### src/rtl/ob_pkg.sv
// Shared order-book types: table entry layout, price sentinels, controller opcodes and statuses.
package ob_pkg;

  typedef logic [15:0] uid_t;
  typedef logic [15:0] price_t;
  typedef logic [15:0] qty_t;

  typedef struct packed {
    uid_t   uid;
    price_t price;
    qty_t   qty;
  } table_t;

  localparam price_t PRICE_MAX = '1;
  localparam price_t PRICE_MIN = '0;

  typedef enum logic [1:0] {
    OP_NOP      = 2'd0,
    OP_INSERT   = 2'd1,
    OP_CANCEL   = 2'd2,
    OP_POP_HEAD = 2'd3
  } op_e;

  typedef enum logic [1:0] {
    ST_OK          = 2'd0,
    ST_CANCEL_MISS = 2'd1,
    ST_REJECT      = 2'd2,
    ST_EMPTY       = 2'd3
  } status_e;

endpackage

### src/rtl/ob_table_ctrl_if.sv
// Command/response port of the table controller: valid/ready command in, valid/ready response out.
interface ob_table_ctrl_if;
  import ob_pkg::*;

  logic    cmd_vld;
  logic    cmd_rdy;
  op_e     cmd_op;
  table_t  cmd_tbl;
  logic    rsp_vld;
  logic    rsp_rdy;
  status_e rsp_status;
  table_t  rsp_tbl;

  // Front end side
  modport master (
    output cmd_vld, cmd_op, cmd_tbl, rsp_rdy,
    input  cmd_rdy, rsp_vld, rsp_status, rsp_tbl
  );

  // Controller side
  modport slave (
    input  cmd_vld, cmd_op, cmd_tbl, rsp_rdy,
    output cmd_rdy, rsp_vld, rsp_status, rsp_tbl
  );
endinterface

### src/rtl/ob_table_ctrl.sv
// Sequences insert / cancel / pop-head commands into one ob_table, collects the
// table's answer, drains its reject slot after inserts and returns one response
// per command plus one REJECT response per evicted entry.
module ob_table_ctrl
  import ob_pkg::*;
#(
  parameter bit is_ask = 1'b1,
  parameter int CNT_W  = 16
) (
  input  logic              clk,
  input  logic              rst,
  ob_table_ctrl_if.slave    cmd,
  output logic              tbl_insert,
  output table_t            tbl_insert_tbl,
  output logic              tbl_cancel,
  output uid_t              tbl_cancel_uid,
  input  logic              tbl_cancel_hit_w,
  input  table_t            tbl_cancel_hit_tbl_w,
  output logic              tbl_head_pop,
  input  logic              tbl_head_vld_r,
  input  table_t            tbl_head_r,
  output logic              tbl_reject_pop,
  input  logic              tbl_reject_vld_r,
  input  table_t            tbl_reject_r,
  output logic [CNT_W-1:0]  rej_cnt_r
);

  // Sentinel price the table uses for empty slots; a real order must never carry it.
  localparam price_t INVALID_PRICE = is_ask ? PRICE_MAX : PRICE_MIN;

  typedef enum logic [2:0] {
    S_IDLE,
    S_ISSUE,
    S_SETTLE,
    S_RSP,
    S_RSP_EVICT
  } state_e;

  state_e           state;
  op_e              op_r;
  table_t           cmd_r;
  table_t           evict_r;
  logic             evict_pend_r;
  logic             cmd_rdy_r;
  logic             rsp_vld_r;
  status_e          rsp_status_r;
  table_t           rsp_tbl_r;
  logic [CNT_W-1:0] rej_cnt_q;

  assign cmd.cmd_rdy    = cmd_rdy_r;
  assign cmd.rsp_vld    = rsp_vld_r;
  assign cmd.rsp_status = rsp_status_r;
  assign cmd.rsp_tbl    = rsp_tbl_r;
  assign rej_cnt_r      = rej_cnt_q;

  // Strobes are pure decodes of registered state, so they can only be high in
  // ISSUE or SETTLE and at most one op decode is true at a time.
  assign tbl_insert     = (state == S_ISSUE)  && (op_r == OP_INSERT);
  assign tbl_cancel     = (state == S_ISSUE)  && (op_r == OP_CANCEL);
  assign tbl_head_pop   = (state == S_ISSUE)  && (op_r == OP_POP_HEAD) && tbl_head_vld_r;
  assign tbl_reject_pop = (state == S_SETTLE) && (op_r == OP_INSERT)   && tbl_reject_vld_r;
  assign tbl_insert_tbl = cmd_r;
  assign tbl_cancel_uid = cmd_r.uid;

  // Command sequencer FSM with registered response outputs and reject counter.
  // NOTE: sequential state uses non-blocking (<=) so every flop samples pre-edge values.
  always_ff @(posedge clk or negedge rst) begin
    if (!rst) begin
      // NOTE: every register here is a plain flop (no memory array), so all get a reset value.
      state        <= S_IDLE;
      op_r         <= OP_NOP;
      cmd_r        <= '0;
      evict_r      <= '0;
      evict_pend_r <= 1'b0;
      cmd_rdy_r    <= 1'b0;
      rsp_vld_r    <= 1'b0;
      rsp_status_r <= ST_OK;
      rsp_tbl_r    <= '0;
      rej_cnt_q    <= '0;
    end else begin
      if (rsp_vld_r && cmd.rsp_rdy && (rsp_status_r == ST_REJECT) && (rej_cnt_q != '1)) begin
        rej_cnt_q <= rej_cnt_q + 1'b1;
      end

      case (state)
        S_IDLE: begin
          cmd_rdy_r <= 1'b1;
          if (cmd.cmd_vld && cmd_rdy_r && (cmd.cmd_op != OP_NOP)) begin
            op_r         <= cmd.cmd_op;
            cmd_r        <= cmd.cmd_tbl;
            evict_pend_r <= 1'b0;
            cmd_rdy_r    <= 1'b0;
            state        <= S_ISSUE;
          end
        end

        S_ISSUE: begin
          case (op_r)
            OP_CANCEL: begin
              rsp_status_r <= tbl_cancel_hit_w ? ST_OK : ST_CANCEL_MISS;
              rsp_tbl_r    <= tbl_cancel_hit_w ? tbl_cancel_hit_tbl_w : cmd_r;
            end
            OP_POP_HEAD: begin
              rsp_status_r <= tbl_head_vld_r ? ST_OK : ST_EMPTY;
              rsp_tbl_r    <= tbl_head_vld_r ? tbl_head_r : '0;
            end
            default: begin
              rsp_status_r <= ST_OK;
              rsp_tbl_r    <= cmd_r;
            end
          endcase
          state <= S_SETTLE;
        end

        S_SETTLE: begin
          // The reject slot now reflects the insert; if it holds our own entry the
          // insert itself lost, otherwise an older entry was pushed out.
          if ((op_r == OP_INSERT) && tbl_reject_vld_r) begin
            evict_r <= tbl_reject_r;
            if (tbl_reject_r.uid == cmd_r.uid) begin
              rsp_status_r <= ST_REJECT;
            end else begin
              evict_pend_r <= 1'b1;
            end
          end
          rsp_vld_r <= 1'b1;
          state     <= S_RSP;
        end

        S_RSP: begin
          if (cmd.rsp_rdy) begin
            if (evict_pend_r) begin
              rsp_status_r <= ST_REJECT;
              rsp_tbl_r    <= evict_r;
              evict_pend_r <= 1'b0;
              state        <= S_RSP_EVICT;
            end else begin
              rsp_vld_r <= 1'b0;
              cmd_rdy_r <= 1'b1;
              state     <= S_IDLE;
            end
          end
        end

        S_RSP_EVICT: begin
          if (cmd.rsp_rdy) begin
            rsp_vld_r <= 1'b0;
            cmd_rdy_r <= 1'b1;
            state     <= S_IDLE;
          end
        end

        default: state <= S_IDLE;
      endcase
    end
  end

  // Sanity checks on the table-side strobes.
  a_strobe_onehot: assert property (@(posedge clk) disable iff (!rst)
    $countones({tbl_insert, tbl_cancel, tbl_head_pop, tbl_reject_pop}) <= 1);
  a_insert_price: assert property (@(posedge clk) disable iff (!rst)
    tbl_insert |-> (tbl_insert_tbl.price != INVALID_PRICE));

endmodule

### src/flat_wrapper.sv
// flat-port wrapper written by rule: the top's interface ports become plain ports
module ob_table_ctrl_flat import ob_pkg::*;
#(
  parameter bit is_ask = 1'b1,
  parameter int CNT_W  = 16
)
  (clk, rst, tbl_insert, tbl_insert_tbl, tbl_cancel, tbl_cancel_uid, tbl_cancel_hit_w, tbl_cancel_hit_tbl_w, tbl_head_pop, tbl_head_vld_r, tbl_head_r, tbl_reject_pop, tbl_reject_vld_r, tbl_reject_r, rej_cnt_r, cmd_cmd_vld, cmd_cmd_op, cmd_cmd_tbl, cmd_rsp_rdy, cmd_cmd_rdy, cmd_rsp_vld, cmd_rsp_status, cmd_rsp_tbl);
  ob_table_ctrl_if cmd_i ();
  input  logic clk;
  input  logic rst;
  output logic tbl_insert;
  output table_t tbl_insert_tbl;
  output logic tbl_cancel;
  output uid_t tbl_cancel_uid;
  input  logic tbl_cancel_hit_w;
  input  table_t tbl_cancel_hit_tbl_w;
  output logic tbl_head_pop;
  input  logic tbl_head_vld_r;
  input  table_t tbl_head_r;
  output logic tbl_reject_pop;
  input  logic tbl_reject_vld_r;
  input  table_t tbl_reject_r;
  output logic [CNT_W-1:0] rej_cnt_r;
  input wire logic [$bits(cmd_i.cmd_vld)-1:0] cmd_cmd_vld;
  input wire logic [$bits(cmd_i.cmd_op)-1:0] cmd_cmd_op;
  input wire logic [$bits(cmd_i.cmd_tbl)-1:0] cmd_cmd_tbl;
  input wire logic [$bits(cmd_i.rsp_rdy)-1:0] cmd_rsp_rdy;
  output wire logic [$bits(cmd_i.cmd_rdy)-1:0] cmd_cmd_rdy;
  output wire logic [$bits(cmd_i.rsp_vld)-1:0] cmd_rsp_vld;
  output wire logic [$bits(cmd_i.rsp_status)-1:0] cmd_rsp_status;
  output wire logic [$bits(cmd_i.rsp_tbl)-1:0] cmd_rsp_tbl;
  assign cmd_i.cmd_vld = cmd_cmd_vld;
  assign cmd_i.cmd_op = cmd_cmd_op;
  assign cmd_i.cmd_tbl = cmd_cmd_tbl;
  assign cmd_i.rsp_rdy = cmd_rsp_rdy;
  assign cmd_cmd_rdy = cmd_i.cmd_rdy;
  assign cmd_rsp_vld = cmd_i.rsp_vld;
  assign cmd_rsp_status = cmd_i.rsp_status;
  assign cmd_rsp_tbl = cmd_i.rsp_tbl;
  ob_table_ctrl #(.is_ask(is_ask), .CNT_W(CNT_W)) u_core (.clk(clk), .rst(rst), .cmd(cmd_i), .tbl_insert(tbl_insert), .tbl_insert_tbl(tbl_insert_tbl), .tbl_cancel(tbl_cancel), .tbl_cancel_uid(tbl_cancel_uid), .tbl_cancel_hit_w(tbl_cancel_hit_w), .tbl_cancel_hit_tbl_w(tbl_cancel_hit_tbl_w), .tbl_head_pop(tbl_head_pop), .tbl_head_vld_r(tbl_head_vld_r), .tbl_head_r(tbl_head_r), .tbl_reject_pop(tbl_reject_pop), .tbl_reject_vld_r(tbl_reject_vld_r), .tbl_reject_r(tbl_reject_r), .rej_cnt_r(rej_cnt_r));
endmodule
### config.mk
export PLATFORM = sky130hd
export DESIGN_NAME = ob_table_ctrl_flat
export DESIGN_NICKNAME = d
export VERILOG_FILES = /design/src/rtl/ob_pkg.sv /design/src/rtl/ob_table_ctrl_if.sv /design/src/rtl/ob_table_ctrl.sv /design/src/flat_wrapper.sv
export SDC_FILE = /design/constraint.sdc
export NUM_CORES = 1
export LEC_CHECK = 0
export BUFFER_PORTS_ARGS = -buffer_cell sky130_fd_sc_hd__buf_2
export CAP_MARGIN = 10
export CELL_PAD_IN_SITES_DETAIL_PLACEMENT = 1
export CELL_PAD_IN_SITES_GLOBAL_PLACEMENT = 2
export CORE_MARGIN = 2
export CORE_UTILIZATION = 27
export CTS_CLUSTER_DIAMETER = 30
export DETAILED_ROUTE_END_ITERATION = 8
export PLACE_DENSITY_LB_ADDON = 0.08
export SYNTH_ARGS = -nofsm -noshare
export SYNTH_HDL_FRONTEND = slang
export SYNTH_SLANG_ARGS = --single-unit
export TNS_END_PERCENT = 100
### constraint.sdc
create_clock -name clk -period 1.67 [get_ports clk]
set_input_delay 0.2505 -clock clk [delete_from_list [all_inputs] [get_ports clk]]
set_output_delay 0.2505 -clock clk [all_outputs]
set_load 0.005 [all_outputs]
After elaboration in Yosys (flattened, before gate mapping)
Cells that the tools add are included.
{ "classes": {"n_mul": 0, "add_sub_neg": 1, "muxes": 32, "n_reduce_logical": 27, "order_cmp": 0, "eq_ne": 18, "bitwise": 0, "n_shift": 0, "div": 0} }
{ "op_table": {"columns": ["op", "count"], "rows": [
  ["2-to-1 mux 48 bit", 4],
  ["case mux 48 bit (2 select lines)", 2],
  ["adder 16 x 1 -> 16 bit (second input constant)", 1],
  ["== test 16 bit", 1],
  ["!= test 16 bit (second input constant)", 1],
  ["case mux 3 bit (5 select lines)", 1],
  ["logical AND 1 bit", 12],
  ["2-to-1 mux 3 bit", 4],
  ["!= test 2 bit (second input constant)", 6],
  ["nonzero test 3 bit", 4],
  ["2-to-1 mux 1 bit", 11],
  ["2-to-1 mux 2 bit", 5],
  ["AND reduction 5 bit", 2],
  ["case mux 1 bit (3 select lines)", 3],
  ["AND reduction 4 bit", 2],
  ["== test 2 bit (second input constant)", 3],
  ["== test 3 x 2 -> 1 bit (second input constant)", 2],
  ["case mux 2 bit (3 select lines)", 1],
  ["AND reduction 3 bit", 2],
  ["!= test 2 x 1 -> 1 bit (second input constant)", 2],
  ["case mux 2 bit (2 select lines)", 1],
  ["AND reduction 2 bit", 2],
  ["nonzero test 2 bit", 2],
  ["== test 3 x 1 -> 1 bit (second input constant)", 1],
  ["3 further kinds", 3]
]} }
{ "word_totals": {"regBits": 170, "rom_bits": 0, "n_memories": 0, "latch_bits": 0, "output_inout_bits": 136, "wordCells": 94, "input_bits": 201, "mem_bits_rw": 0} }

Longest topological paths before layout
{ "logic_depth": {"ltp_word": 4, "ltp_mapped": 7, "depth_no_buf": 5} }

Worst setup path after synthesis
OpenSTA, ideal clock, no wires.
{ "synth_timing": {"path_kind": "flip-flop to flip-flop", "start": "reg u_core.rej_cnt_q[0], in the netlist u_core.rej_cnt_r[0]", "end": "reg u_core.rej_cnt_q[1], in the netlist u_core.rej_cnt_r[1]", "path_slack_ps": 19, "t_required_ps": 1543, "setup_time_ps": 127, "n_path_buf": 0, "t_arrival_ps": 1524, "stages_incl_launch_ff": 6, "period_less_slack_ps": 1651, "path_cell_list": "dfrtp_1 ha_1 nand3_1 nor3_2 a21o_1 mux2_1"} }
{ "synth_via": {"elab_chain_cells": 2, "word_cells_on_any_way": 3, "classes_between": "add/sub (1); eq/ne (1); reduce/logical (1)"} }
{ "synth_rtl": {"columns": ["item", "line_no", "source"], "rows": [
  ["from (decl)", "ob_table_ctrl.sv:48", "logic [CNT_W-1:0] rej_cnt_q;"],
  ["from (signal assigned)", "ob_table_ctrl.sv:82", "rej_cnt_q <= rej_cnt_q + 1'b1;"],
  ["parallel branches: the longest is 2 deep, another holds adder 16 x 1 -> 16 bit", null, null]
]} }
Several ways; the timed one is not identified.
A chain may end at the register's enable or synchronous reset.

Final worst setup path
{ "layout_timing": {"start": "reg u_core.state[2]", "end": "reg u_core.evict_r[47] (netlist bit)"} }
{ "layout_via": {"elab_chain_cells": 2} }
{ "layout_rtl": {"columns": ["item", "line_no", "source"], "rows": [
  ["from (decl)", "ob_table_ctrl.sv:39", "state_e state;"],
  ["from (signal assigned)", "ob_table_ctrl.sv:70", "state <= S_IDLE;"],
  ["from (signal assigned)", "ob_table_ctrl.sv:93", "state <= S_ISSUE;"],
  ["from (signal assigned)", "ob_table_ctrl.sv:112", "state <= S_SETTLE;"],
  ["== test 3 x 2 -> 1 bit", "ob_table_ctrl.sv:85", "case (state)"],
  ["AND reduction 2 bit (no source line)", null, null],
  ["to (signal assigned)", "ob_table_ctrl.sv:119", "evict_r <= tbl_reject_r;"],
  ["to (decl)", "ob_table_ctrl.sv:42", "table_t evict_r;"]
]} }
Every way passes these cells.

==> out/results.tsv <==
stage	metric	value	unit
final_layout	fraction of layout cells with a size suffix above 1	0.554	
logic_synthesis	cells after synthesis	718	
pwr	Cell Int Power	0.0142	W
pwr	clock network power share	0.171	
critical_path	kind of end point of the critical path	register	
logic_synthesis	top cell type's share of synthesized area	0.513	
logic_synthesis	number of enable-type register cells in the synthesized netlist	0	
placement	number of buffers inserted by port buffering	336	
die	standard cell core area	0.0304	mm2
pwr	switching share of power	0.384	
global_route	global route overflow	0	
logic_synthesis	number of flip-flops and latches in the synthesized netlist	170	
global_route	number of global-route vias before repair	7789	
drt	via total after detailed routing	7500	
status	result of the run	finished, violations left	
drt	routed via count divided by cell count	4.88	
placement	global placer's final weighted congestion	0.759	
critical_path	data arrival time of the critical path	2.15	ns
drt	post-detailed-route wirelength per cell	22.1	um
drt	violation count after the first detailed-routing iteration	337	
critical_path	Top Family by Delay on Critical Path	simple AND/OR/NAND/NOR gates	
logic_synthesis	top cells by instance count after synthesis	170 x sky130_fd_sc_hd__dfrtp_1, 85 x sky130_fd_sc_hd__mux2_2, 54 x sky130_fd_sc_hd__a21oi_1	
drt	antenna-violating nets left	0	
critical_path	Crit-path slowest cell	sky130_fd_sc_hd__dfrtp_1	
pwr	leakage power	6.39	nW
die	die height	179	um
global_route	maximum number of pins on one net before global-route repair	45	
logic_synthesis	area of the mapped netlist	0.00829	mm2
logic_synthesis	synthesized area per cell	11.5	um2
timing	setup ws final	-0.169	ns
run	Max Cap Viol	0	
logic_synthesis	dominant cell type by area after synthesis	sky130_fd_sc_hd__dfrtp_1	
timing	fin crit share	1.10	
global_route	first-pass GRT wire length	46200	um
drt	routed wire length	33900	um
timing	slew at the pin with the worst max-slew slack	0.447	ns
pwr	sequential power share	0.313	
pwr	P_sw	0.00884	W
drt	drt first pass iters	4	
final_layout	area of all placed cells without fillers	0.0127	mm2
timing	final count of pins violating max slew	0	
pwr	PD cells	1820	mW/mm2
timing	total of endpoints with negative setup slack in the final report	92	
global_route	total routing usage reported by global routing	0.191	
timing	maximum operating frequency	544	MHz
timing	shortest period the worst path allows	1.84	ns
critical_path	class of the most critical setup path	reg2reg	
die	Die Span X	179	um
critical_path	required time reported for the critical path endpoint	1.98	ns
drt	remaining routing DRC violations	0	
clock_tree	clock buffer depth	2	
die	die area	0.0321	mm2
clock_tree	number of clock sinks	170	
clock_tree	Num CTS Buffers	17	
timing	max-slew headroom at the worst pin	0.701	
final_layout	final core utilization	0.416	
critical_path	startpoint types	register	
pwr	Worst IR Drop VDD	1.01	mV
logic_synthesis	cell types with the largest area share after synthesis	sky130_fd_sc_hd__dfrtp_1 51%, sky130_fd_sc_hd__mux2_2 12%, sky130_fd_sc_hd__a221oi_1 5.1%, sky130_fd_sc_hd__a21o_1 4.3%, sky130_fd_sc_hd__a22oi_1 4.2%	
clock_tree	htree depth	4	
drt	uppermost metal layer occupied by signal nets	met5	
drt	Routed met1 length	15000	um
timing	number of failing hold endpoints at the final stage	0	
critical_path	Critical Path, Cell by Cell	nand2b_4, or2_4, nor2_4, buf_4, buf_12, clkbuf_16, mux2_2	
global_route	initial antenna violation count	14	
min_path	classification of the worst-slack hold path	in2reg	
logic_synthesis	count of yosys warnings during synthesis	0	
drt	routed length on met3	2010	um
drt	total met2 wirelength after detailed routing	16200	um
logic_synthesis	Unique masters post-synth	49	
pwr	Gate power share	0.516	
die	Initial Util	0.272	
final_layout	final net count	1318	
timing	tightest hold margin	0.0296	ns
timing	Max Clock Skew	0.0163	ns
logic_synthesis	dominant cell by count in the synthesized netlist	sky130_fd_sc_hd__dfrtp_1	
critical_path	longest individual stage delay on the worst path	0.40	ns
timing	unrepaired setup endpoints after global routing	yes	
logic_synthesis	post-synthesis net count	920	
logic_synthesis	Synth async-reset ratio	1.00	
critical_path	maximum fanout count along the critical path	6	
clock_tree	TritonCTS clock tree	yes	
final_layout	area added between synthesis and finish	52.8	%
clock_tree	root buf cell	sky130_fd_sc_hd__clkbuf_16	
placement	estimated wirelength of the detail-placed design	22600	um
logic_synthesis	most common flop cell mapped by yosys	sky130_fd_sc_hd__dfrtp_1	
placement	cell area reported after detailed placement	0.0109	mm2
clock_tree	worst skew pair latency	0.44	ns
status	violations in the final reports	negative setup slack	
die	io pins	337	
critical_path	buffering stage count on the worst path with inverters included	3	
die	standard-cell rows	64	
logic_synthesis	sequential cell area fraction in the yosys report	0.513	
clock_tree	Clock transition at path regs	0.08	ns
## path summary, 6_finish.rpt
| kind | from | endpoint | slack, ns | cells past startpoint |
|---|---|---|---|---|
| worst max-delay path | u_core.state[2]$_DFFE_PN0P_ | u_core.evict_r[47]$_DFFE_PN0P_ | -0.17 | 7 |
| worst min-delay path | tbl_reject_r[5] | u_core.evict_r[5]$_DFFE_PN0P_ | 0.03 | 2 |
| worst min register to register | u_core.cmd.rsp_tbl[32]$_DFFE_PN0P_ | u_core.cmd.rsp_tbl[32]$_DFFE_PN0P_ | 0.47 | 1 |
| max in group asynchronous | rst | u_core.evict_r[0]$_DFFE_PN0P_ | 0.78 | 3 |
| worst max register to register | u_core.state[2]$_DFFE_PN0P_ | u_core.evict_r[47]$_DFFE_PN0P_ | -0.17 | 7 |
| min in group asynchronous | rst | u_core.rej_cnt_r[8]$_DFFE_PN0P_ | 0.30 | 2 |
## worst reg2reg max path: stages, from the launching register on
cell	delay (ns)
sky130_fd_sc_hd__dfrtp_1	0.40
sky130_fd_sc_hd__nand2b_4	0.15
sky130_fd_sc_hd__or2_4	0.26
sky130_fd_sc_hd__nor2_4	0.12
sky130_fd_sc_hd__buf_4	0.14
sky130_fd_sc_hd__buf_12	0.15
sky130_fd_sc_hd__clkbuf_16	0.17
sky130_fd_sc_hd__mux2_2	0.32
## state kept, by name, summed over array words and instances, names as in the netlist
register	count
u_core.rej_cnt_r	16
u_core.cmd.rsp_status	2
u_core.cmd.rsp_vld	1
u_core.tbl_insert_tbl	32
u_core.cmd.cmd_rdy	1
u_core.evict_r	48
u_core.evict_pend_r	1
u_core.cmd.rsp_tbl	48
u_core.tbl_cancel_uid	16
u_core.state	3
u_core.op_r	2
## power by group through the flow
stage | clock (W) | combinational [W] | sequential [W]
global route | 0.00422 | 0.0129 | 0.00748
detailed placement | 0 | 0.00950 | 0.00724
finish | 0.00393 | 0.0119 | 0.00721
CTS | 0.00407 | 0.00991 | 0.00720
floorplan | 0 | 0.00530 | 0.00707
global placement | 0 | 0.00938 | 0.00720
## layout by cell type (no fill, tap or decap), types with 3 or more instances in the layout
cell                         netlist  routed
sky130_fd_sc_hd__nor3_1            3       3
sky130_fd_sc_hd__clkinvlp_4        0       3
sky130_fd_sc_hd__mux2_1           14       8
sky130_fd_sc_hd__and3_1            7       5
sky130_fd_sc_hd__a21oi_1          54      53
sky130_fd_sc_hd__xnor2_1          24      24
sky130_fd_sc_hd__clkinv_4          0       4
sky130_fd_sc_hd__mux2_2           85      38
sky130_fd_sc_hd__o211ai_1          3       3
sky130_fd_sc_hd__dfrtp_2           0       4
sky130_fd_sc_hd__buf_12            0      24
sky130_fd_sc_hd__diode_2           0      11
sky130_fd_sc_hd__a21o_1           48      48
sky130_fd_sc_hd__nand4_1           9       9
sky130_fd_sc_hd__a211oi_1          4       3
sky130_fd_sc_hd__buf_2            21     333
sky130_fd_sc_hd__buf_16            0       3
sky130_fd_sc_hd__inv_1            51      51
sky130_fd_sc_hd__nor2_1            8       8
sky130_fd_sc_hd__nor2b_1           4       3
sky130_fd_sc_hd__a22oi_1          46      45
sky130_fd_sc_hd__buf_6             2      13
sky130_fd_sc_hd__nand3_1           9       8
sky130_fd_sc_hd__buf_4            27      57
sky130_fd_sc_hd__nand2_1          15      13
sky130_fd_sc_hd__dfrtp_1         170     166
sky130_fd_sc_hd__xor2_1            7       7
sky130_fd_sc_hd__nand2b_1          5       4
sky130_fd_sc_hd__a221oi_1         48      17
sky130_fd_sc_hd__a221oi_2          0      31
sky130_fd_sc_hd__mux2_4            0      53
sky130_fd_sc_hd__inv_8             0       3
sky130_fd_sc_hd__clkbuf_16         0      29
## timing repair
action                                  4_1_cts  5_1_grt
hold endpoints to repair                     31        0
resized for setup                            26      117
hold buffers                                  2        0
gates cloned                                  2       15
endpoints found under the setup margin      115      148
setup buffers                                10       10
pin swaps                                    14       36
## cell type report
type / count / area, um2
fill: 3391 / 17800
sequential: 170 / 4260
multi-input combinational: 430 / 3980
timing repair buffer: 446 / 3150
tap: 396 / 495
clock buffer: 20 / 447
inverter: 51 / 191
clock inverter: 12 / 109
antenna: 11 / 27.5
## layer usage
layer | up-vias | track usage
met4 | 6 | 0.0645
met3 | 38 | 0.0511
met1 | 3781 | 0.244
li1 | 3449 | -
met2 | 226 | 0.313
met5 | - | 0
## per-stage QoR
stage | TNS [ns] | power, W | setup WS [ns] | cells
floorplan | 0 | 0.0124 | 0.0190 | 718
global placement | -0.345 | 0.0166 | -0.0190 | 1457
detailed placement | -4.18 | 0.0167 | -0.0844 | 1457
CTS | -7.14 | 0.0212 | -0.181 | 1503
global route | -14.13 | 0.0246 | -0.230 | 1533
finish | -7.78 | 0.0230 | -0.169 | 1536
## logic make-up after synthesis
family / count (synthesis) / synth area share
xor+xnor: 31 / 0.0328
flops: 170 / 0.513
buf+inv: 119 / 0.0711
compound gates: 216 / 0.188
fa+ha+maj: 1 / 0.00151
simple gates: 81 / 0.0571
mux: 100 / 0.136
Note: power is estimated with default switching activity, not from simulation.
